--- src/rtl/mips_mem_responder_pkg.sv ---
// Shared types and constants for the MIPS memory responder.
// Holds the run-controller state encoding and sizing helpers.
package mips_pkg;

    typedef enum logic [1:0] {
        IDLE = 2'd0,
        RUN  = 2'd1,
        HALT = 2'd2
    } resp_state_t;

    localparam int WORD_BYTES = 4;

    function automatic int idx_w(input int words);
        return (words > 1) ? $clog2(words) : 1;
    endfunction

endpackage

--- src/rtl/mips_mem_responder_if.sv ---
// Bus between the MIPS core/loader side and the memory responder.
// Master drives fetch/store/load requests; slave returns data and status.
interface mips_mem_responder_if;

    logic        load_valid;
    logic        load_ready;
    logic        load_sel;
    logic [7:0]  load_addr;
    logic [31:0] load_data;
    logic        start;
    logic [31:0] pc;
    logic [31:0] instr;
    logic        memwrite;
    logic [31:0] aluresult;
    logic [31:0] writedata;
    logic [31:0] readdata;
    logic        core_run;
    logic        done;
    logic [31:0] result_word;
    logic [15:0] store_count;
    logic        err;

    modport master (
        output load_valid, load_sel, load_addr, load_data, start,
        output pc, memwrite, aluresult, writedata,
        input  load_ready, instr, readdata, core_run, done,
        input  result_word, store_count, err
    );

    modport slave (
        input  load_valid, load_sel, load_addr, load_data, start,
        input  pc, memwrite, aluresult, writedata,
        output load_ready, instr, readdata, core_run, done,
        output result_word, store_count, err
    );

endinterface

--- src/rtl/mips_word_ram.sv ---
// Word array with one synchronous write port and one async read port.
// Contents are never reset so preloaded programs survive rst_n.
module mips_word_ram #(
    parameter int WORDS = 64,
    parameter int AW    = 6
) (
    input  logic          clk,
    input  logic          i_we,
    input  logic [AW-1:0] i_waddr,
    input  logic [31:0]   i_wdata,
    input  logic [AW-1:0] i_raddr,
    output logic [31:0]   o_rdata
);

    logic [31:0] r_mem [WORDS];

    // Single write port; array deliberately has no reset.
    always_ff @(posedge clk) begin
        if (i_we) begin
            r_mem[i_waddr] <= i_wdata;
        end
    end

    assign o_rdata = r_mem[i_raddr];

endmodule

--- src/rtl/mips_mem_responder.sv ---
// Memory-side responder: instruction ROM, data RAM, load port and
// run controller (start/halt detection, store counting, error flag).
module mips_mem_responder
    import mips_pkg::*;
#(
    parameter int          IMEM_WORDS = 64,
    parameter int          DMEM_WORDS = 64,
    parameter logic [31:0] HALT_ADDR  = 32'h0000_00FC
) (
    input  logic                 clk,
    input  logic                 rst_n,
    mips_mem_responder_if.slave  bus
);

    localparam int          IAW     = idx_w(IMEM_WORDS);
    localparam int          DAW     = idx_w(DMEM_WORDS);
    localparam logic [31:0] IBYTES  = 32'(IMEM_WORDS * WORD_BYTES);
    localparam logic [31:0] DBYTES  = 32'(DMEM_WORDS * WORD_BYTES);
    localparam logic [8:0]  IWORDS9 = 9'(IMEM_WORDS);
    localparam logic [8:0]  DWORDS9 = 9'(DMEM_WORDS);

    resp_state_t r_state;
    logic        r_load_ready;
    logic        r_core_run;
    logic        r_done;
    logic [31:0] r_result;
    logic [15:0] r_count;
    logic        r_err;

    logic          w_idle;
    logic          w_run;
    logic          w_ld_go;
    logic          w_ld_imem_ok;
    logic          w_ld_dmem_ok;
    logic          w_ld_ok;
    logic          w_fetch_ok;
    logic          w_rd_ok;
    logic          w_halt_st;
    logic          w_st;
    logic          w_st_ok;
    logic          w_st_bad;
    logic          w_imem_we;
    logic          w_dmem_we;
    logic [DAW-1:0] w_dmem_waddr;
    logic [31:0]   w_dmem_wdata;
    logic [31:0]   w_imem_rd;
    logic [31:0]   w_dmem_rd;

    assign w_idle = (r_state == IDLE);
    assign w_run  = (r_state == RUN);

    assign w_ld_go      = w_idle && bus.load_valid;
    assign w_ld_imem_ok = {1'b0, bus.load_addr} < IWORDS9;
    assign w_ld_dmem_ok = {1'b0, bus.load_addr} < DWORDS9;
    assign w_ld_ok      = bus.load_sel ? w_ld_dmem_ok : w_ld_imem_ok;

    assign w_fetch_ok = (bus.pc[1:0] == 2'b00) && (bus.pc < IBYTES);
    assign w_rd_ok    = bus.aluresult < DBYTES;

    // The halt address wins over a normal store even if it maps into RAM.
    assign w_halt_st = w_run && bus.memwrite
                     && (bus.aluresult == HALT_ADDR);
    assign w_st      = w_run && bus.memwrite && !w_halt_st;
    assign w_st_ok   = w_st && (bus.aluresult[1:0] == 2'b00)
                     && (bus.aluresult < DBYTES);
    assign w_st_bad  = w_st && !w_st_ok;

    assign w_imem_we = w_ld_go && !bus.load_sel && w_ld_imem_ok;
    assign w_dmem_we = (w_ld_go && bus.load_sel && w_ld_dmem_ok)
                     || w_st_ok;

    assign w_dmem_waddr = w_st_ok ? bus.aluresult[DAW+1:2]
                                  : bus.load_addr[DAW-1:0];
    assign w_dmem_wdata = w_st_ok ? bus.writedata : bus.load_data;

    mips_word_ram #(
        .WORDS (IMEM_WORDS),
        .AW    (IAW)
    ) u_imem (
        .clk     (clk),
        .i_we    (w_imem_we),
        .i_waddr (bus.load_addr[IAW-1:0]),
        .i_wdata (bus.load_data),
        .i_raddr (bus.pc[IAW+1:2]),
        .o_rdata (w_imem_rd)
    );

    mips_word_ram #(
        .WORDS (DMEM_WORDS),
        .AW    (DAW)
    ) u_dmem (
        .clk     (clk),
        .i_we    (w_dmem_we),
        .i_waddr (w_dmem_waddr),
        .i_wdata (w_dmem_wdata),
        .i_raddr (bus.aluresult[DAW+1:2]),
        .o_rdata (w_dmem_rd)
    );

    assign bus.instr       = (w_run && w_fetch_ok) ? w_imem_rd : '0;
    assign bus.readdata    = (w_run && w_rd_ok) ? w_dmem_rd : '0;
    assign bus.load_ready  = r_load_ready;
    assign bus.core_run    = r_core_run;
    assign bus.done        = r_done;
    assign bus.result_word = r_result;
    assign bus.store_count = r_count;
    assign bus.err         = r_err;

    // Run controller: state, status outputs, store counter, error flag.
    always_ff @(posedge clk or negedge rst_n) begin
        if (!rst_n) begin
            r_state      <= IDLE;
            r_load_ready <= 1'b1;
            r_core_run   <= 1'b0;
            r_done       <= 1'b0;
            r_result     <= '0;
            r_count      <= '0;
            r_err        <= 1'b0;
        end else begin
            unique case (r_state)
                IDLE: begin
                    if (w_ld_go && !w_ld_ok) begin
                        r_err <= 1'b1;
                    end
                    if (bus.start) begin
                        r_state      <= RUN;
                        r_load_ready <= 1'b0;
                        r_core_run   <= 1'b1;
                        r_result     <= '0;
                        r_count      <= '0;
                        r_err        <= 1'b0;
                    end
                end
                RUN: begin
                    if (!w_fetch_ok || w_st_bad) begin
                        r_err <= 1'b1;
                    end
                    if (w_halt_st) begin
                        r_state    <= HALT;
                        r_result   <= bus.writedata;
                        r_core_run <= 1'b0;
                        r_done     <= 1'b1;
                    end else if (w_st_ok && (r_count != 16'hFFFF)) begin
                        r_count <= r_count + 16'd1;
                    end
                end
                HALT: begin
                    if (bus.start) begin
                        r_state      <= IDLE;
                        r_done       <= 1'b0;
                        r_load_ready <= 1'b1;
                    end
                end
                default: begin
                    r_state      <= IDLE;
                    r_load_ready <= 1'b1;
                    r_core_run   <= 1'b0;
                    r_done       <= 1'b0;
                end
            endcase
        end
    end

endmodule
--- src/flat_wrapper.sv ---
// flat-port wrapper written by rule: the top's interface ports become plain ports
module mips_mem_responder_flat import mips_pkg::*;
#(
    parameter int          IMEM_WORDS = 64,
    parameter int          DMEM_WORDS = 64,
    parameter logic [31:0] HALT_ADDR  = 32'h0000_00FC
)
  (clk, rst_n, bus_load_valid, bus_load_sel, bus_load_addr, bus_load_data, bus_start, bus_pc, bus_memwrite, bus_aluresult, bus_writedata, bus_load_ready, bus_instr, bus_readdata, bus_core_run, bus_done, bus_result_word, bus_store_count, bus_err);
  mips_mem_responder_if bus_i ();
  input  logic clk;
  input  logic rst_n;
  input wire logic [$bits(bus_i.load_valid)-1:0] bus_load_valid;
  input wire logic [$bits(bus_i.load_sel)-1:0] bus_load_sel;
  input wire logic [$bits(bus_i.load_addr)-1:0] bus_load_addr;
  input wire logic [$bits(bus_i.load_data)-1:0] bus_load_data;
  input wire logic [$bits(bus_i.start)-1:0] bus_start;
  input wire logic [$bits(bus_i.pc)-1:0] bus_pc;
  input wire logic [$bits(bus_i.memwrite)-1:0] bus_memwrite;
  input wire logic [$bits(bus_i.aluresult)-1:0] bus_aluresult;
  input wire logic [$bits(bus_i.writedata)-1:0] bus_writedata;
  output wire logic [$bits(bus_i.load_ready)-1:0] bus_load_ready;
  output wire logic [$bits(bus_i.instr)-1:0] bus_instr;
  output wire logic [$bits(bus_i.readdata)-1:0] bus_readdata;
  output wire logic [$bits(bus_i.core_run)-1:0] bus_core_run;
  output wire logic [$bits(bus_i.done)-1:0] bus_done;
  output wire logic [$bits(bus_i.result_word)-1:0] bus_result_word;
  output wire logic [$bits(bus_i.store_count)-1:0] bus_store_count;
  output wire logic [$bits(bus_i.err)-1:0] bus_err;
  assign bus_i.load_valid = bus_load_valid;
  assign bus_i.load_sel = bus_load_sel;
  assign bus_i.load_addr = bus_load_addr;
  assign bus_i.load_data = bus_load_data;
  assign bus_i.start = bus_start;
  assign bus_i.pc = bus_pc;
  assign bus_i.memwrite = bus_memwrite;
  assign bus_i.aluresult = bus_aluresult;
  assign bus_i.writedata = bus_writedata;
  assign bus_load_ready = bus_i.load_ready;
  assign bus_instr = bus_i.instr;
  assign bus_readdata = bus_i.readdata;
  assign bus_core_run = bus_i.core_run;
  assign bus_done = bus_i.done;
  assign bus_result_word = bus_i.result_word;
  assign bus_store_count = bus_i.store_count;
  assign bus_err = bus_i.err;
  mips_mem_responder #(.IMEM_WORDS(IMEM_WORDS), .DMEM_WORDS(DMEM_WORDS), .HALT_ADDR(HALT_ADDR)) u_core (.clk(clk), .rst_n(rst_n), .bus(bus_i));
endmodule
--- config.mk ---
export PLATFORM = sky130hd
export DESIGN_NAME = mips_mem_responder_flat
export DESIGN_NICKNAME = d
export VERILOG_FILES = /design/src/rtl/mips_mem_responder_pkg.sv /design/src/rtl/mips_mem_responder_if.sv /design/src/rtl/mips_word_ram.sv /design/src/rtl/mips_mem_responder.sv /design/src/flat_wrapper.sv
export SDC_FILE = /design/constraint.sdc
export NUM_CORES = 2
export LEC_CHECK = 0
export BUFFER_PORTS_ARGS = -buffer_cell sky130_fd_sc_hd__buf_2
export CAP_MARGIN = 20
export CORE_UTILIZATION = 28
export CTS_CLUSTER_SIZE = 14
export DETAILED_ROUTE_END_ITERATION = 7
export SLEW_MARGIN = 20
export SYNTH_ARGS = -nofsm -noshare
export SYNTH_HDL_FRONTEND = slang
export SYNTH_HIERARCHICAL = 1
export SYNTH_SLANG_ARGS = --single-unit
--- constraint.sdc ---
create_clock -name clk -period 5.3 [get_ports clk]
set_input_delay 0.265 -clock clk [delete_from_list [all_inputs] [get_ports clk]]
set_output_delay 0.265 -clock clk [all_outputs]
set_load 0.01 [all_outputs]
# Yosys cells after proc, flatten, opt, wreduce, memory -nomap -nowiden
# Memories as Yosys holds them, arrays and structs flattened.
# Cells that the tools add are included.
[totals]
reg_bits = 54
mem_bits_rw = 4096
output_inout_bits = 116
elab_cells = 91
mem_count = 2
[classes]
addsub = 1
order_cmp = 3
n_eq_ne = 11
n_mux = 30
bitwise_logic = 3
reduce_logical = 34
[mem_list]
columns = ["memory", "depth", "word_bits", "read_ports", "rd_ports_with_merged_regs", "wr", "line", "text"]
rows = [
  ["u_core.u_dmem.r_mem", 64, 32, 1, 0, 1, "mips_word_ram.sv:15", "logic [31:0] r_mem [WORDS];"],
  ["u_core.u_imem.r_mem", 64, 32, 1, 0, 1, "mips_word_ram.sv:15", ""],
]
[ops]
columns = ["cell", "count"]
rows = [
  ["32-bit two-way mux", 5],
  ["32-bit by 9-bit < comparator with 1-bit output, second input constant", 2],
  ["32-bit case mux with 2 select lines", 1],
  ["16-bit two-way mux", 3],
  ["32-bit by 8-bit == test with 1-bit output, second input constant", 1],
  ["16-bit case mux with 2 select lines", 1],
  ["3-bit AND reduction", 6],
  ["16-bit by 1-bit adder with 16-bit output, second input constant", 1],
  ["1-bit logical AND", 16],
  ["16-bit inequality test, second input constant", 1],
  ["2-bit inequality test, second input constant", 6],
  ["1-bit two-way mux", 11],
  ["1-bit case mux with 3 select lines", 3],
  ["8-bit by 7-bit < comparator with 1-bit output, second input constant", 1],
  ["2-bit zero test", 3],
  ["2-bit two-way mux", 3],
  ["6-bit two-way mux", 1],
  ["2-bit case mux with 3 select lines", 1],
  ["1-bit zero test", 5],
  ["4-bit AND reduction", 1],
  ["3-bit inequality test, second input constant", 1],
  ["1-bit inverter", 3],
  ["2-bit by 1-bit == test with 1-bit output, second input constant", 1],
  ["2-bit == test, second input constant", 1],
  ["3 further kinds", 4],
]

# Longest topological paths before layout
[depth]
ltp_word = 12
depth_mapped = 12
ltp_nobuf = 7

# By module
# Netlist, hierarchy kept.
[by_module_without_submodules]
columns = ["mod", "n_inst", "cells_per_inst", "area_per_inst_um2", "seq_area_each_um2"]
rows = [
  ["mips_word_ram", 2, 3292, 77874.7, 61499.0],
  ["mips_mem_responder", 1, 432, 3578.4, 1352.5],
]

# Worst setup path before layout
# OpenSTA, ideal clock, no wires.
[synth_timing]
path_kind = "flip-flop to flip-flop"
from = "register u_core.r_state[1]"
to = "memory u_core.u_dmem.r_mem[48][0] (enable)"
setup_time_ns = 0.461
arrival_ns = 4.683
required_time_ns = 4.839
slack_ns = 0.157
path_stages_with_launch = 13
n_path_buf = 5
cell_sequence = "dfrtp_1 > buf_2 > nor2b_1 > buf_2 > nand3_1 > or4b_1 > clkbuf_1 > clkbuf_1 > buf_1 > o21ai_0 > nor2b_1 > nand4b_1 > nor3_1"
[synth_between]
elab_chain_cells = 10
elab_cells_between_ends = 15
classes_between = "eq/ne (1); mux (3); reduce/logical (11)"
[synth_rtl]
columns = ["item", "line", "text"]
rows = [
  ["start: declaration", "mips_mem_responder.sv:22", "resp_state_t r_state;"],
  ["start signal: assignment", "mips_mem_responder.sv:112", "r_state <= IDLE;"],
  ["start signal: assignment", "mips_mem_responder.sv:126", "r_state <= RUN;"],
  ["start signal: assignment", "mips_mem_responder.sv:139", "r_state <= HALT;"],
  ["2-bit by 1-bit == test with 1-bit output", "mips_mem_responder.sv:50", "assign w_run = (r_state == RUN);"],
  ["1-bit logical AND", "mips_mem_responder.sv:61, mips_mem_responder.sv:63", ""],
  ["1-bit logical AND", "mips_mem_responder.sv:62", "&& (bus.aluresult == HALT_ADDR);"],
  ["1-bit zero test", "mips_mem_responder.sv:63", "assign w_st = w_run && bus.memwrite && !w_halt_st;"],
  ["1-bit logical AND", "mips_mem_responder.sv:63", ""],
  ["1-bit logical AND", "mips_mem_responder.sv:64", "assign w_st_ok = w_st && (bus.aluresult[1:0] == 2'b00)"],
  ["1-bit logical AND", "mips_mem_responder.sv:65", "&& (bus.aluresult < DBYTES);"],
  ["1-bit logical OR (*)", "mips_mem_responder.sv:70", "|| w_st_ok;"],
  ["named net u_core.w_dmem_we", "mips_mem_responder.sv:43", "logic w_dmem_we;"],
  ["1-bit two-way mux (*)", "mips_word_ram.sv:19", "if (i_we) begin"],
  ["1-bit two-way mux (not written as such) (*)", "mips_word_ram.sv:20", "r_mem[i_waddr] <= i_wdata;"],
  ["end: declaration", "mips_word_ram.sv:15", ""],
]
# The timed path passes the listed nets; every way through them passes the cells marked *.

# Final worst setup path
[layout_timing]
from = "input port bus_aluresult[10]"
to = "memory u_core.u_dmem.r_mem[49][28] (enable)"
[layout_between]
elab_chain_cells = 9
elab_cells_between_ends = 11
classes_between = "order compare (1); eq/ne (1); mux (3); reduce/logical (6)"
[layout_rtl]
columns = ["item", "line", "text"]
rows = [
  ["start: declaration", "flat_wrapper.sv:19", "input wire logic [$bits(bus_i.aluresult)-1:0] bus_aluresult;"],
  ["branches (longest 5 deep; another with 32-bit by 9-bit < comparator with 1-bit output)", "n/a", ""],
  ["1-bit logical AND (*)", "mips_mem_responder.sv:65", ""],
  ["1-bit logical OR (*)", "mips_mem_responder.sv:70", ""],
  ["named net u_core.w_dmem_we", "mips_mem_responder.sv:43", ""],
  ["1-bit two-way mux (*)", "mips_word_ram.sv:19", ""],
  ["1-bit two-way mux (not written as such) (*)", "mips_word_ram.sv:20", ""],
]
# Mark *: on every way through the listed nets, which the timed path passes.

==> metrics.md <==
| Metric | Value |
|---|---|
| Run status | `finished, final reports clean` |
| Boundary pin count | `258` |
| Worst Path Arrival | `5300 ps` |
| Buffers on Ports | `257` |
| Vias per cell | `5.024` |
| Yosys warnings | `6` |
| DRT antenna net count | `0` |
| Post-Place Cells | `14.73k` |
| CTS root buffer | `clkbuf_16` |
| Yosys top cell area share | `77.20%` |
| Final Hold Viols | `0` |
| Clock net sink count | `4150` |
| Fin crit share | `89.01%` |
| Vias | `78.15k` |
| H-Tree Depth | `5` |
| Worst R2R Path Depth | `7` |
| Final Max Tran Viols | `0` |
| RSZ-0062 raised after global routing | `no` |
| Avg WL per Cell | `28.21 µm` |
| Worst reg2reg path startpoint | `u_core/r_state[0]` |
| Initial Utilization | `28.15%` |
| Iteration count of the initial detailed-routing pass | `6` |
| Layout cell share with drive strength beyond 1 | `30.20%` |
| Ys flop type | `edfxtp_1` |
| Power, Total | `67.48 mW` |
| Hold Path End | `u_core/u_imem/r_mem[38][3]` |
| WS Path Type | `in -> reg` |
| Worst EP required | `5880 ps` |
| Core area | `566000 µm²` |
| Detailed Place HPWL | `263100 µm` |
| Capturing point of the worst reg2reg path | `u_core/u_imem/r_mem[58][9]` |
| Rel. slew slack | `24.47%` |
| Pwr dens | `363.0 nW/µm²` |
| Cells after Synth | `7016` |
| Maxcap violations | `0` |
| FF+latch count, synth | `4150` |
| Final Setup Violations | `0` |
| Worst hold stages | `2` |
| Nets | `7853` |
| Remaining global-route overflow | `0` |
| Post-CTS Setup Bufs | `0` |
| GRT Util Overall | `14.82%` |
| Setup TNS | `0 ps` |
| Post-cts sizing count | `0` |
| Drt drc | `0` |
| Max clock buf depth | `4` |
| Worst Skew | `67.64 ps` |
| P&R area growth vs syn | `16.68%` |
| Slowest Stage Delay on Critical Path | `1060 ps` |
| Total Wirelength | `438800 µm` |
| Area contributors post-synth | `edfxtp_1 (77%), mux4_2 (15%), mux2i_1 (1.2%)` |
| Slew at the pin with the worst max-slew slack | `1133 ps` |
| Slowest-stage cell, CP | `or4b_2` |
| Seq/Total Area, Yosys | `78.05%` |
| Crit path launch type | `input pin` |
| DRT iter0 DRCs | `9962` |
| CTS tree | `done` |
| Row cnt | `276` |
| Syn Area/Cell | `22.71 µm²` |
| Antenna violations before repair | `39` |
| Multi-input gate area | `34050 µm²` |
| Synth cell count leaders | `edfxtp_1 (4096), mux4_2 (1088), nor2_1 (298), mux2i_1 (186), clkbuf_1 (177)` |
| Vias in the first global route | `78.17k` |
| Leakage | `57.51 nW` |
| Fill cells | `52.62k` |
| DIE AREA | `572100 µm²` |
| Max Fanout on Critical Path | `32` |
| Most numerous cell in the Yosys netlist | `edfxtp_1` |
| Post-Syn Area | `159300 µm²` |
| Fin crit period | `4717 ps` |
| Ys async rst share | `1.301%` |
| Pin count of the biggest net entering global routing | `101` |
| Die height | `756.3 µm` |
| Number of CTS-inserted buffers | `394` |
| Post-synth cell types | `54` |
| First-pass GRT wire length | `610200 µm` |
| Gp weighted congestion | `0.8607` |
| Cell taking the most area after synthesis | `edfxtp_1` |
| Flop2flop setup slack | `610 ps` |
| Critical Path, Cell by Cell | `dlygate4sd3_1, buf_2, nor4_1, dlygate4sd3_1, nand4_1, or4b_2, buf_4, o21ai_0, buf_4, nor2b_1, nand4_1, nor3_2, buf_4` |
| Post-synth EDFFs | `4096` |
| Critical path endpoint category | `flip-flop` |
| Peak supply drop | `0.0004249 V` |
| Sequential cell area | `124400 µm²` |
| Clock slew seen by the registers of the worst setup and hold paths | `60 ps` |
| Worst min path class | `in -> reg` |
| Clock insertion delay at the later pin of the skew report | `1000 ps` |
| Most frequent CP cell | `buf_4` |
| Fmax | `212.0 MHz` |
| Hold wc startpoint | `bus_load_data[3]` |
| Net Count, Synth | `7159` |
| Layout Cells excl Fill | `15.56k` |
| Horiz. Die Dim | `756.3 µm` |
how the worst max path moves through the flow:
stage	start	endpoint	slack, ps	cells past startpoint
floorplan	u_core/r_state[1]	u_core/u_dmem/r_mem[48][0]	160	12
global placement	bus_aluresult[19]	u_core/u_dmem/r_mem[49][14]	640	11
detailed placement	bus_aluresult[19]	u_core/u_dmem/r_mem[49][4]	650	11
CTS	u_core/r_state[0]	bus_instr[12]	350	7
global route	u_core/r_state[0]	u_core/u_imem/r_mem[58][9]	420	7
finish	bus_aluresult[10]	u_core/u_dmem/r_mem[49][28]	580	13
worst max-delay path, delay by kind of cell:
family                 cells  cell delay, ps
and+or+nand+nor            6            2570
buffers and inverters      6            2290
AOI/OAI and AO/OA          1              80
per-layer routing:
| layer | vias up | track usage, % | routed length (µm) |
|---|---|---|---|
| li1 | 31300 | - | - |
| met1 | 42160 | 19.85 | 174800 |
| met2 | 3989 | 23.61 | 205700 |
| met5 | - | 0.2946 | 290 |
| met4 | 12 | 4.741 | 15960 |
| met3 | 695 | 3.799 | 42140 |
final cells by class:
class / instances / share of cell area (%)
inverters: 2 / 0.004038
repair buffers: 699 / 2.972
well taps: 7506 / 5.052
clock inverters: 247 / 1.216
flip-flops and latches: 4150 / 66.89
diodes: 12 / 0.01615
multi-input cells: 2463 / 18.31
clock buffers: 476 / 5.538
placed cells by master (no fill, tap or decap), drive strengths merged, types with 12 or more instances in the layout:
master and n:
edfxtp 4096, mux4 1088, buf 613, clkbuf 476
nor2 298, mux2i 186, clkinv 181, o22ai 168
nand2 128, a21oi 126, dlygate4sd3 86, o221ai 54
dfrtp 53, and3 44, and2 40, o21ai 39
mux2 38, bufinv 36, nor2b 32, nand3 24
a22oi 24, inv 22, a311oi 17, nor4 16
nand2b 16, nor3 16, diode 12
stage by stage:
stage	util (%)	hold slack, ps	setup WS (ps)	cell area [µm²]
after floorplan	-	-30.59	156.5	159300
after global placement	30.45	420.0	638.0	172300
after detailed placement	30.47	445.7	646.3	172400
after CTS	32.84	4.297	347.0	185900
after global routing	32.84	61.93	419.2	185900
final	32.85	75.28	582.5	185900
where the power goes:
group / switching (mW) / total [mW] / internal, mW
clock: 12.3 / 27.9 / 15.6
sequential: 0.0113 / 36.1 / 36.1
combinational: 2.33 / 3.52 / 1.19
total: 14.6 / 67.5 / 52.8
kinds of logic (layout without fill, tap and decap cells):
family	count (synthesis)	after routing	synth area share, %
DFF	4150	4150	78.05
muxes	1312	1312	16.82
and+or+nand+nor	667	667	1.956
AOI/OAI and AO/OA	483	483	1.962
buffers and inverters	403	1424	1.211
adders and majority gates	1	1	0.007852
other	0	12	0
registers in the layout, indices dropped and copies added, names as in the netlist:
signal,cells
u_core/bus.result_word,32
u_core/bus.load_ready,1
u_core/bus.core_run,1
u_core/r_state,2
u_core/u_imem/r_mem,2048
u_core/bus.err,1
u_core/bus.done,1
u_core/bus.store_count,16
u_core/u_dmem/r_mem,2048
what timing repair did:
| item | in CTS | in global routing |
|---|---|---|
| hold buffers | 86 | 0 |
| hold endpoints to repair | 625 | 0 |
| setup endpoints to repair | 0 | 0 |
(Power assumes the default switching activity.)
